File: config.mk
export PLATFORM = sky130hd
export DESIGN_NAME = btb_assoc
export DESIGN_NICKNAME = d
export VERILOG_FILES = /design/src/rtl/btb_assoc_pkg.sv /design/src/rtl/btb_plru.sv /design/src/rtl/btb_assoc.sv
export SDC_FILE = /design/constraint.sdc
export NUM_CORES = 1
export LEC_CHECK = 0
export CAP_MARGIN = 20
export CORE_MARGIN = 2
export CORE_UTILIZATION = 62
export DETAILED_ROUTE_END_ITERATION = 8
export PLACE_DENSITY = 0.8
export SYNTH_ARGS = -nofsm -noshare
export SYNTH_HDL_FRONTEND = slang
export SYNTH_SLANG_ARGS = --single-unit
File: constraint.sdc
create_clock -name clk -period 6.3 [get_ports clk]
set_input_delay 0.945 -clock clk [delete_from_list [all_inputs] [get_ports clk]]
set_output_delay 0.945 -clock clk [all_outputs]
set_load 0.01 [all_outputs]
File: src/rtl/btb_assoc_pkg.sv
// Shared types and helpers for the set-associative branch target buffer.
// Tree-PLRU helpers work on a 7-bit node vector (enough for 8 ways); node i lives in bit i-1.
package btb_assoc_pkg;

  localparam int TAG_MAX_W  = 29;
  localparam int CTR_MAX_W  = 3;
  localparam int PLRU_MAX_W = 7;

  typedef enum logic {
    IDLE  = 1'b0,
    SWEEP = 1'b1
  } flush_state_e;

  typedef struct packed {
    logic                 valid;
    logic [TAG_MAX_W-1:0] tag;
    logic [29:0]          target;
    logic [CTR_MAX_W-1:0] ctr;
  } btb_entry_t;

  function automatic logic [CTR_MAX_W-1:0] weak_taken(input int ctr_w);
    return CTR_MAX_W'(1 << (ctr_w - 1));
  endfunction

  function automatic int plru_levels(input int ways);
    return (ways >= 8) ? 3 : (ways >= 4) ? 2 : (ways >= 2) ? 1 : 0;
  endfunction

  // A node bit of 1 means the victim lies in the right subtree.
  function automatic logic [2:0] plru_victim(input logic [PLRU_MAX_W-1:0] bits, input int ways);
    int                    node;
    logic [2:0]            way;
    logic [PLRU_MAX_W-1:0] sh;
    node = 1;
    way  = '0;
    for (int lvl = 0; lvl < 3; lvl++) begin
      if (lvl < plru_levels(ways)) begin
        sh   = bits >> (node - 1);
        way  = {way[1:0], sh[0]};
        node = 2 * node + int'(sh[0]);
      end
    end
    return way;
  endfunction

  // Point every node on the path to 'way' away from it.
  function automatic logic [PLRU_MAX_W-1:0] plru_touch(input logic [PLRU_MAX_W-1:0] bits,
                                                       input logic [2:0] way, input int ways);
    int                    node;
    int                    lvls;
    logic [2:0]            sh_way;
    logic [PLRU_MAX_W-1:0] r;
    r    = bits;
    node = 1;
    lvls = plru_levels(ways);
    for (int lvl = 0; lvl < 3; lvl++) begin
      if (lvl < lvls) begin
        sh_way = way >> (lvls - 1 - lvl);
        r      = r & ~(PLRU_MAX_W'(1) << (node - 1));
        if (!sh_way[0]) r = r | (PLRU_MAX_W'(1) << (node - 1));
        node = 2 * node + int'(sh_way[0]);
      end
    end
    return r;
  endfunction

endpackage

File: src/rtl/btb_plru.sv
// Per-set tree pseudo-LRU state: a lookup touch port, an update touch port and a sweep clear.
// The update touch is applied after the lookup touch when both hit the same set.
module btb_plru
  import btb_assoc_pkg::*;
#(
  parameter int SETS = 8,
  parameter int WAYS = 2,
  localparam int IDX_W = $clog2(SETS),
  localparam int WAY_W = (WAYS > 1) ? $clog2(WAYS) : 1
) (
  input  logic             clk,
  input  logic             rst_n,
  input  logic [IDX_W-1:0] rd_set,
  input  logic             rd_touch,
  input  logic [WAY_W-1:0] rd_way,
  input  logic [IDX_W-1:0] up_set,
  input  logic             up_touch,
  input  logic [WAY_W-1:0] up_way,
  input  logic             clr,
  input  logic [IDX_W-1:0] clr_set,
  output logic [WAY_W-1:0] victim
);

  if (WAYS == 1) begin : g_direct
    logic unused_in;
    assign unused_in = ^{clk, rst_n, rd_set, rd_touch, rd_way, up_set, up_touch, up_way, clr, clr_set};
    assign victim    = '0;
  end else begin : g_tree
    logic [WAYS-2:0]       plru_q [SETS];
    logic [PLRU_MAX_W-1:0] rd_next;
    logic [PLRU_MAX_W-1:0] up_base;
    logic [PLRU_MAX_W-1:0] up_next;

    always_comb begin
      rd_next = plru_touch(PLRU_MAX_W'(plru_q[rd_set]), 3'(rd_way), WAYS);
      up_base = (rd_touch && rd_set == up_set) ? rd_next : PLRU_MAX_W'(plru_q[up_set]);
      up_next = plru_touch(up_base, 3'(up_way), WAYS);
    end

    assign victim = WAY_W'(plru_victim(PLRU_MAX_W'(plru_q[up_set]), WAYS));

    always_ff @(posedge clk or negedge rst_n) begin
      if (!rst_n) begin
        for (int s = 0; s < SETS; s++) plru_q[s] <= '0;
      end else if (clr) begin
        plru_q[clr_set] <= '0;
      end else begin
        if (rd_touch) plru_q[rd_set] <= rd_next[WAYS-2:0];
        if (up_touch) plru_q[up_set] <= up_next[WAYS-2:0];
      end
    end
  end

endmodule

File: src/rtl/btb_assoc.sv
// N-way set-associative BTB: combinational IF lookup, EX update/allocate, sequenced flush sweep.
// Define BTB_ASSOC_STATS_EN to add saturating lookup/hit/update/mispredict counters.
module btb_assoc
  import btb_assoc_pkg::*;
#(
  parameter int SETS  = 8,
  parameter int WAYS  = 2,
  parameter int CTR_W = 2
) (
  input  logic        clk,
  input  logic        rst_n,
  input  logic [31:0] pc,
  output logic        valid,
  output logic [31:0] target,
  output logic        predicted_taken,
  input  logic        update,
  input  logic [31:0] update_pc,
  input  logic [31:0] update_target,
  input  logic        update_taken,
  input  logic        mispredicted,
  input  logic        flush,
  output logic        flush_busy
`ifdef BTB_ASSOC_STATS_EN
  ,
  output logic [31:0] stat_lookups,
  output logic [31:0] stat_hits,
  output logic [31:0] stat_updates,
  output logic [31:0] stat_mispredicts
`endif
);

  localparam int IDX_W = $clog2(SETS);
  localparam int TAG_W = 30 - IDX_W;
  localparam int WAY_W = (WAYS > 1) ? $clog2(WAYS) : 1;
  localparam logic [CTR_MAX_W-1:0] CTR_MAX = CTR_MAX_W'((1 << CTR_W) - 1);

  logic                 valid_q [SETS][WAYS];
  logic [CTR_MAX_W-1:0] ctr_q   [SETS][WAYS];
  logic [TAG_W-1:0]     tag_q   [SETS][WAYS];
  logic [29:0]          tgt_q   [SETS][WAYS];

  flush_state_e     state_q, state_d;
  logic [IDX_W-1:0] sweep_q, sweep_d;

  logic [IDX_W-1:0] lk_idx, up_idx;
  logic [TAG_W-1:0] lk_tag, up_tag;
  btb_entry_t       lk_e [WAYS];
  btb_entry_t       up_e [WAYS];
  btb_entry_t       hit_e;
  logic [WAYS-1:0]  lk_hit_vec, up_hit_vec;
  logic [WAY_W-1:0] lk_way, up_way, free_way, victim_way, alloc_way;
  logic             idle, lk_hit, up_hit, has_free, up_acc, up_alloc;
  logic [CTR_MAX_W-1:0] uc;
  logic             unused_low;

  assign lk_idx     = pc[IDX_W+1:2];
  assign lk_tag     = pc[31:IDX_W+2];
  assign up_idx     = update_pc[IDX_W+1:2];
  assign up_tag     = update_pc[31:IDX_W+2];
  assign unused_low = ^{pc[1:0], update_pc[1:0], update_target[1:0]};
  assign idle       = (state_q == IDLE);

  // Descending scan so the lowest-numbered matching or free way wins.
  always_comb begin
    lk_way   = '0;
    up_way   = '0;
    free_way = '0;
    has_free = 1'b0;
    for (int w = WAYS - 1; w >= 0; w--) begin
      lk_e[w] = '{valid: valid_q[lk_idx][w], tag: TAG_MAX_W'(tag_q[lk_idx][w]),
                  target: tgt_q[lk_idx][w], ctr: ctr_q[lk_idx][w]};
      up_e[w] = '{valid: valid_q[up_idx][w], tag: TAG_MAX_W'(tag_q[up_idx][w]),
                  target: tgt_q[up_idx][w], ctr: ctr_q[up_idx][w]};
      lk_hit_vec[w] = lk_e[w].valid && (lk_e[w].tag == TAG_MAX_W'(lk_tag));
      up_hit_vec[w] = up_e[w].valid && (up_e[w].tag == TAG_MAX_W'(up_tag));
      if (lk_hit_vec[w]) lk_way = WAY_W'(w);
      if (up_hit_vec[w]) up_way = WAY_W'(w);
      if (!up_e[w].valid) begin
        free_way = WAY_W'(w);
        has_free = 1'b1;
      end
    end
  end

  assign lk_hit          = idle && (|lk_hit_vec);
  assign hit_e           = lk_e[lk_way];
  assign valid           = lk_hit;
  assign target          = lk_hit ? {hit_e.target, 2'b00} : 32'd0;
  assign predicted_taken = lk_hit && hit_e.ctr[CTR_W-1];
  assign flush_busy      = (state_q == SWEEP);

  assign up_hit    = |up_hit_vec;
  assign up_acc    = update && idle && !flush;
  assign up_alloc  = up_acc && !up_hit && update_taken;
  assign alloc_way = has_free ? free_way : victim_way;
  assign uc        = up_e[up_way].ctr;

  btb_plru #(.SETS(SETS), .WAYS(WAYS)) u_plru (
    .clk      (clk),
    .rst_n    (rst_n),
    .rd_set   (lk_idx),
    .rd_touch (lk_hit),
    .rd_way   (lk_way),
    .up_set   (up_idx),
    .up_touch (up_acc && (up_hit || update_taken)),
    .up_way   (up_hit ? up_way : alloc_way),
    .clr      (state_q == SWEEP),
    .clr_set  (sweep_q),
    .victim   (victim_way)
  );

  always_ff @(posedge clk or negedge rst_n) begin
    if (!rst_n) begin
      for (int s = 0; s < SETS; s++) begin
        for (int w = 0; w < WAYS; w++) begin
          valid_q[s][w] <= 1'b0;
          ctr_q[s][w]   <= '0;
        end
      end
    end else begin
      if (state_q == SWEEP) begin
        for (int w = 0; w < WAYS; w++) valid_q[sweep_q][w] <= 1'b0;
      end
      if (up_acc && up_hit) begin
        if (update_taken)      ctr_q[up_idx][up_way] <= (uc == CTR_MAX) ? uc : uc + CTR_MAX_W'(1);
        else if (mispredicted) ctr_q[up_idx][up_way] <= '0;
        else                   ctr_q[up_idx][up_way] <= (uc == '0) ? uc : uc - CTR_MAX_W'(1);
      end else if (up_alloc) begin
        valid_q[up_idx][alloc_way] <= 1'b1;
        ctr_q[up_idx][alloc_way]   <= weak_taken(CTR_W);
      end
    end
  end

  // Tag and target payload carry no reset; the valid bit qualifies them.
  always_ff @(posedge clk) begin
    if (up_acc && up_hit && update_taken) begin
      tgt_q[up_idx][up_way] <= update_target[31:2];
    end else if (up_alloc) begin
      tag_q[up_idx][alloc_way] <= up_tag;
      tgt_q[up_idx][alloc_way] <= update_target[31:2];
    end
  end

  always_ff @(posedge clk or negedge rst_n) begin
    if (!rst_n) begin
      state_q <= IDLE;
      sweep_q <= '0;
    end else begin
      state_q <= state_d;
      sweep_q <= sweep_d;
    end
  end

  always_comb begin
    state_d = state_q;
    sweep_d = sweep_q;
    case (state_q)
      IDLE: begin
        if (flush) begin
          state_d = SWEEP;
          sweep_d = '0;
        end
      end
      SWEEP: begin
        if (flush)                              sweep_d = '0;
        else if (sweep_q == IDX_W'(SETS - 1))   state_d = IDLE;
        else                                    sweep_d = sweep_q + IDX_W'(1);
      end
      default: state_d = IDLE;
    endcase
  end

`ifdef BTB_ASSOC_STATS_EN
  function automatic logic [31:0] sat_inc(input logic [31:0] v, input logic en);
    return (en && v != 32'hFFFF_FFFF) ? v + 32'd1 : v;
  endfunction

  always_ff @(posedge clk or negedge rst_n) begin
    if (!rst_n) begin
      stat_lookups     <= '0;
      stat_hits        <= '0;
      stat_updates     <= '0;
      stat_mispredicts <= '0;
    end else if (flush) begin
      stat_lookups     <= '0;
      stat_hits        <= '0;
      stat_updates     <= '0;
      stat_mispredicts <= '0;
    end else begin
      stat_lookups     <= sat_inc(stat_lookups, idle);
      stat_hits        <= sat_inc(stat_hits, lk_hit);
      stat_updates     <= sat_inc(stat_updates, up_acc);
      stat_mispredicts <= sat_inc(stat_mispredicts, update && mispredicted);
    end
  end
`endif

endmodule

==> impl_metrics.json <==
{
  "outcome": "finished clean",
  "grt-busiest-layer": "met2",
  "die-area_um2": 72990,
  "comb_power_share_pct": 9.0,
  "cts_buffers": 97,
  "required_ns": 5.35,
  "clockBufferDepth": 3,
  "pwr-share-seq_pct": 50.5,
  "die_w_um": 270.2,
  "worst_ir_drop_vdd_uv": 237.2,
  "synth_cell_types": 79,
  "antenna_left": 0,
  "finClkSkew_ns": 0.05683,
  "max_slew.worst_pin.slew_ns": 1.236,
  "drt-wirelength-per-cell_um": 33.14,
  "start_util_pct": 62.72,
  "relSlewSlack_pct": 17.43,
  "grtUsageMet3_pct": 9.477,
  "first_pass_iters": 6,
  "gp_congestion": 0.9960,
  "layout-drive-gt1-share_pct": 20.24,
  "min_period_ns": 6.272,
  "drt_wl_total_um": 139300,
  "drc": 0,
  "r2r_start": "tag_q[7][28]",
  "hpwlAfterDp_um": 86030,
  "post-cts-setup-buffers": 0,
  "cts_tree": "done",
  "ys_seq_area_share_pct": 66.68,
  "r2r_end": "ctr_q[44]",
  "routed-via-count": 31020,
  "cap_violations": 0,
  "routed_via_density": 7.381,
  "reg2regPathDepth": 18,
  "synth_area_um2": 43920,
  "dp_cells": 4012,
  "critPathArrivalTime_ns": 5.33,
  "p_switching_mw": 3.367,
  "yosys-top-cells-area": "edfxtp_1 (62%), mux4_2 (5.3%), dfrtp_1 (4.3%)",
  "syn_area_per_cell_um2": 15.13,
  "fillers": 4160,
  "layout.nets": 3282,
  "hold_viol": 0,
  "gr-total-overflow": 0,
  "clock-sinks": 988,
  "grt_pass1_vias": 30080,
  "crit_path_start_kind": "input pin",
  "clock_latency_ns": 0.69,
  "fin_util_pct": 73.30,
  "root_buffer": "clkbuf_16",
  "hold_path_class": "input pin to async pin",
  "leakagePower_nw": 17.26,
  "p_per_area_nw_per_um2": 279.6,
  "core_area_um2": 70030,
  "async_flop_share_pct": 7.692,
  "yosys.area.top_type": "edfxtp_1",
  "fmax_mhz": 159.4,
  "grt_pass1_wl_um": 200700,
  "swShare_pct": 23.47,
  "grt.met2_usage_pct": 57.30,
  "clk_pin_slew_ns": 0.06,
  "row_count": 97,
  "synth_edf_count": 912,
  "drt_iter0_markers": 5402,
  "yosysWarnings": 0,
  "synth_top_cell_area_share_pct": 62.35,
  "area_delta_synth_final_pct": 16.87,
  "ios": 137,
  "syn_inst": 2903,
  "fin_crit_sh_pct": 99.55,
  "cp_max_fo": 17,
  "pwr-share-clk_pct": 40.5,
  "worst-setup-path-type": "input pin to output pin",
  "ctsHtreeMaxLevel": 3,
  "stdcell_count": 4202,
  "antenna_found_initial": 7,
  "finalSetupViolCount": 0,
  "worstSetupEndpointType": "output pin",
  "cts_hold_buf": 0,
  "track_usage_pct": 37.63,
  "grt_max_degree": 77,
  "synth-seq-cells": 988,
  "die_h_um": 270.2,
  "rrSetupSlack_ns": 1.21,
  "synth_ff_type": "edfxtp_1",
  "global_route.usage.met1_pct": 51.47,
  "intPower_mw": 10.98,
  "slew_violations": 0,
  "portBuffers": 128
}
how the worst max path moves through the flow:
| stage | start | endpoint | slack, ns | depth (start not counted) |
|---|---|---|---|---|
| 2_1_floorplan | update_pc[2] | ctr_q[37] | 1.07 | 20 |
| 3_3_place_gp | pc[3] | target[26] | -0.08 | 16 |
| 3_5_place_dp | pc[3] | target[14] | -0.06 | 15 |
| 4_1_cts | pc[2] | target[22] | 0.0003 | 13 |
| 5_1_grt | pc[2] | target[27] | -0.03 | 15 |
| 6_report | pc[2] | target[27] | 0.03 | 15 |
power groups by stage:
stage	clock, mW	combinational (mW)	sequential (mW)
finish	5.81	1.30	7.25
CTS	5.82	1.25	7.25
global route	6.08	1.35	7.25
floorplan	0	0.685	7.37
detailed placement	0	1.24	7.38
global placement	0	1.21	7.38
synthesized netlist by cell type, types with 12 or more instances:
cell type and count:
o211ai_1 25, nor2_1 146, buf_2 56, mux4_2 103, or2_2 12, nor4_1 20, buf_1 16, a21oi_1 96
mux2_2 84, dfrtp_1 76, buf_4 26, a221oi_1 52, nand2_1 94, nand4_1 15, buf_6 12, edfxtp_1 912
and3_1 14, xnor2_1 52, or4_1 25, clkbuf_1 97, nor2b_1 16, o21ai_0 98, o22ai_1 193, xor2_1 47
nand2b_1 20, a22o_1 26, a31oi_1 21, mux2i_1 161, o22a_1 30, a22oi_1 51, o21a_1 12, nand3_1 39
and2_1 13, nor3_1 36, inv_1 13, a221o_1 26, o221ai_1 47
kinds of logic (layout without fill, tap and decap cells):
family | Yosys count | count (layout) | share of synthesized area (%)
flip-flops | 988 | 988 | 66.68
AO/OA/AOI/OAI | 740 | 740 | 11.67
AND/OR/NAND/NOR | 497 | 497 | 5.843
multiplexers | 349 | 349 | 11.14
buffers and inverters | 222 | 574 | 2.484
XOR/XNOR | 99 | 99 | 1.974
adder cells (fa/ha/maj) | 7 | 7 | 0.1994
other | 1 | 8 | 0.008538
worst max-delay path, cell delays in order:
cell             delay (ns)
buf_4                  0.28
buf_4                  0.30
and3b_1                0.22
a2111oi_1              0.48
nand3_1                0.33
xor2_1                 0.23
nor4_1                 0.41
buf_4                  0.18
nand4_1                0.12
nor4_4                 0.19
buf_4                  0.24
o21bai_4               0.26
buf_4                  0.29
a21oi_1                0.20
clkdlybuf4s50_1        0.60
sequential cells by signal, indices dropped and copies added, names as in the netlist:
register,count
tag_q,432
ctr_q,48
u_plru.g_tree.plru_q,8
sweep_q,3
tgt_q,480
valid_q,16
flush_busy,1
placed cells by master (no fill, tap or decap), types with 36 or more instances in the layout:
master / n
a21oi_1: 96
a221oi_1: 52
a22oi_1: 51
buf_12: 45
buf_4: 203
clkbuf_16: 98
clkdlybuf4s50_1: 121
dfrtp_1: 76
edfxtp_1: 912
mux2_2: 84
mux2i_1: 161
mux4_2: 103
nand2_1: 86
nand3_1: 39
nor2_1: 114
nor3_1: 36
o21ai_0: 97
o221ai_1: 47
o22ai_1: 192
xnor2_1: 52
xor2_1: 47
metal layers:
layer / routed length [µm] / part of all wire, % / up-vias
met1: 49740 / 36 / 15360
met3: 18960 / 14 / 484
met4: 7028 / 5.0 / 2
met2: 63520 / 46 / 2787
met5: 13 / 0.0093 / -
li1: - / - / 12380
per-stage QoR:
| stage | total power, mW | setup slack, ns | hold WS [ns] | cell area (µm²) | TNS (ns) |
|---|---|---|---|---|---|
| final | 14.35 | 0.02828 | 0.4494 | 51330 | 0 |
| after global routing | 14.68 | -0.02814 | 0.5184 | 51320 | -0.07202 |
| after CTS | 14.31 | 0.0002807 | 0.4552 | 51230 | 0 |
| after detailed placement | 8.618 | -0.05622 | 0.4944 | 48010 | -0.1900 |
| after global placement | 8.589 | -0.07600 | 0.4941 | 48010 | -0.1071 |
| after floorplan | 8.054 | 1.074 | 0.4682 | 43920 | 0 |
layout make-up:
cell class,instances,area [µm²],share of cell area [%]
well taps,940,1176,2.291
repair buffers,377,3742,7.291
clock inverters,72,710.7,1.385
clock buffers,110,2497,4.865
multi-input cells,1694,13840,26.97
diodes,6,15.01,0.02925
flip-flops and latches,988,29290,57.06
inverters,15,56.30,0.1097
what timing repair did:
item,in CTS,in global routing
setup endpoints to repair,13,29
resized for setup,3,10
endpoints found under the hold margin,0,0
pin swaps,0,2
Note: power is estimated with default switching activity, not from simulation.
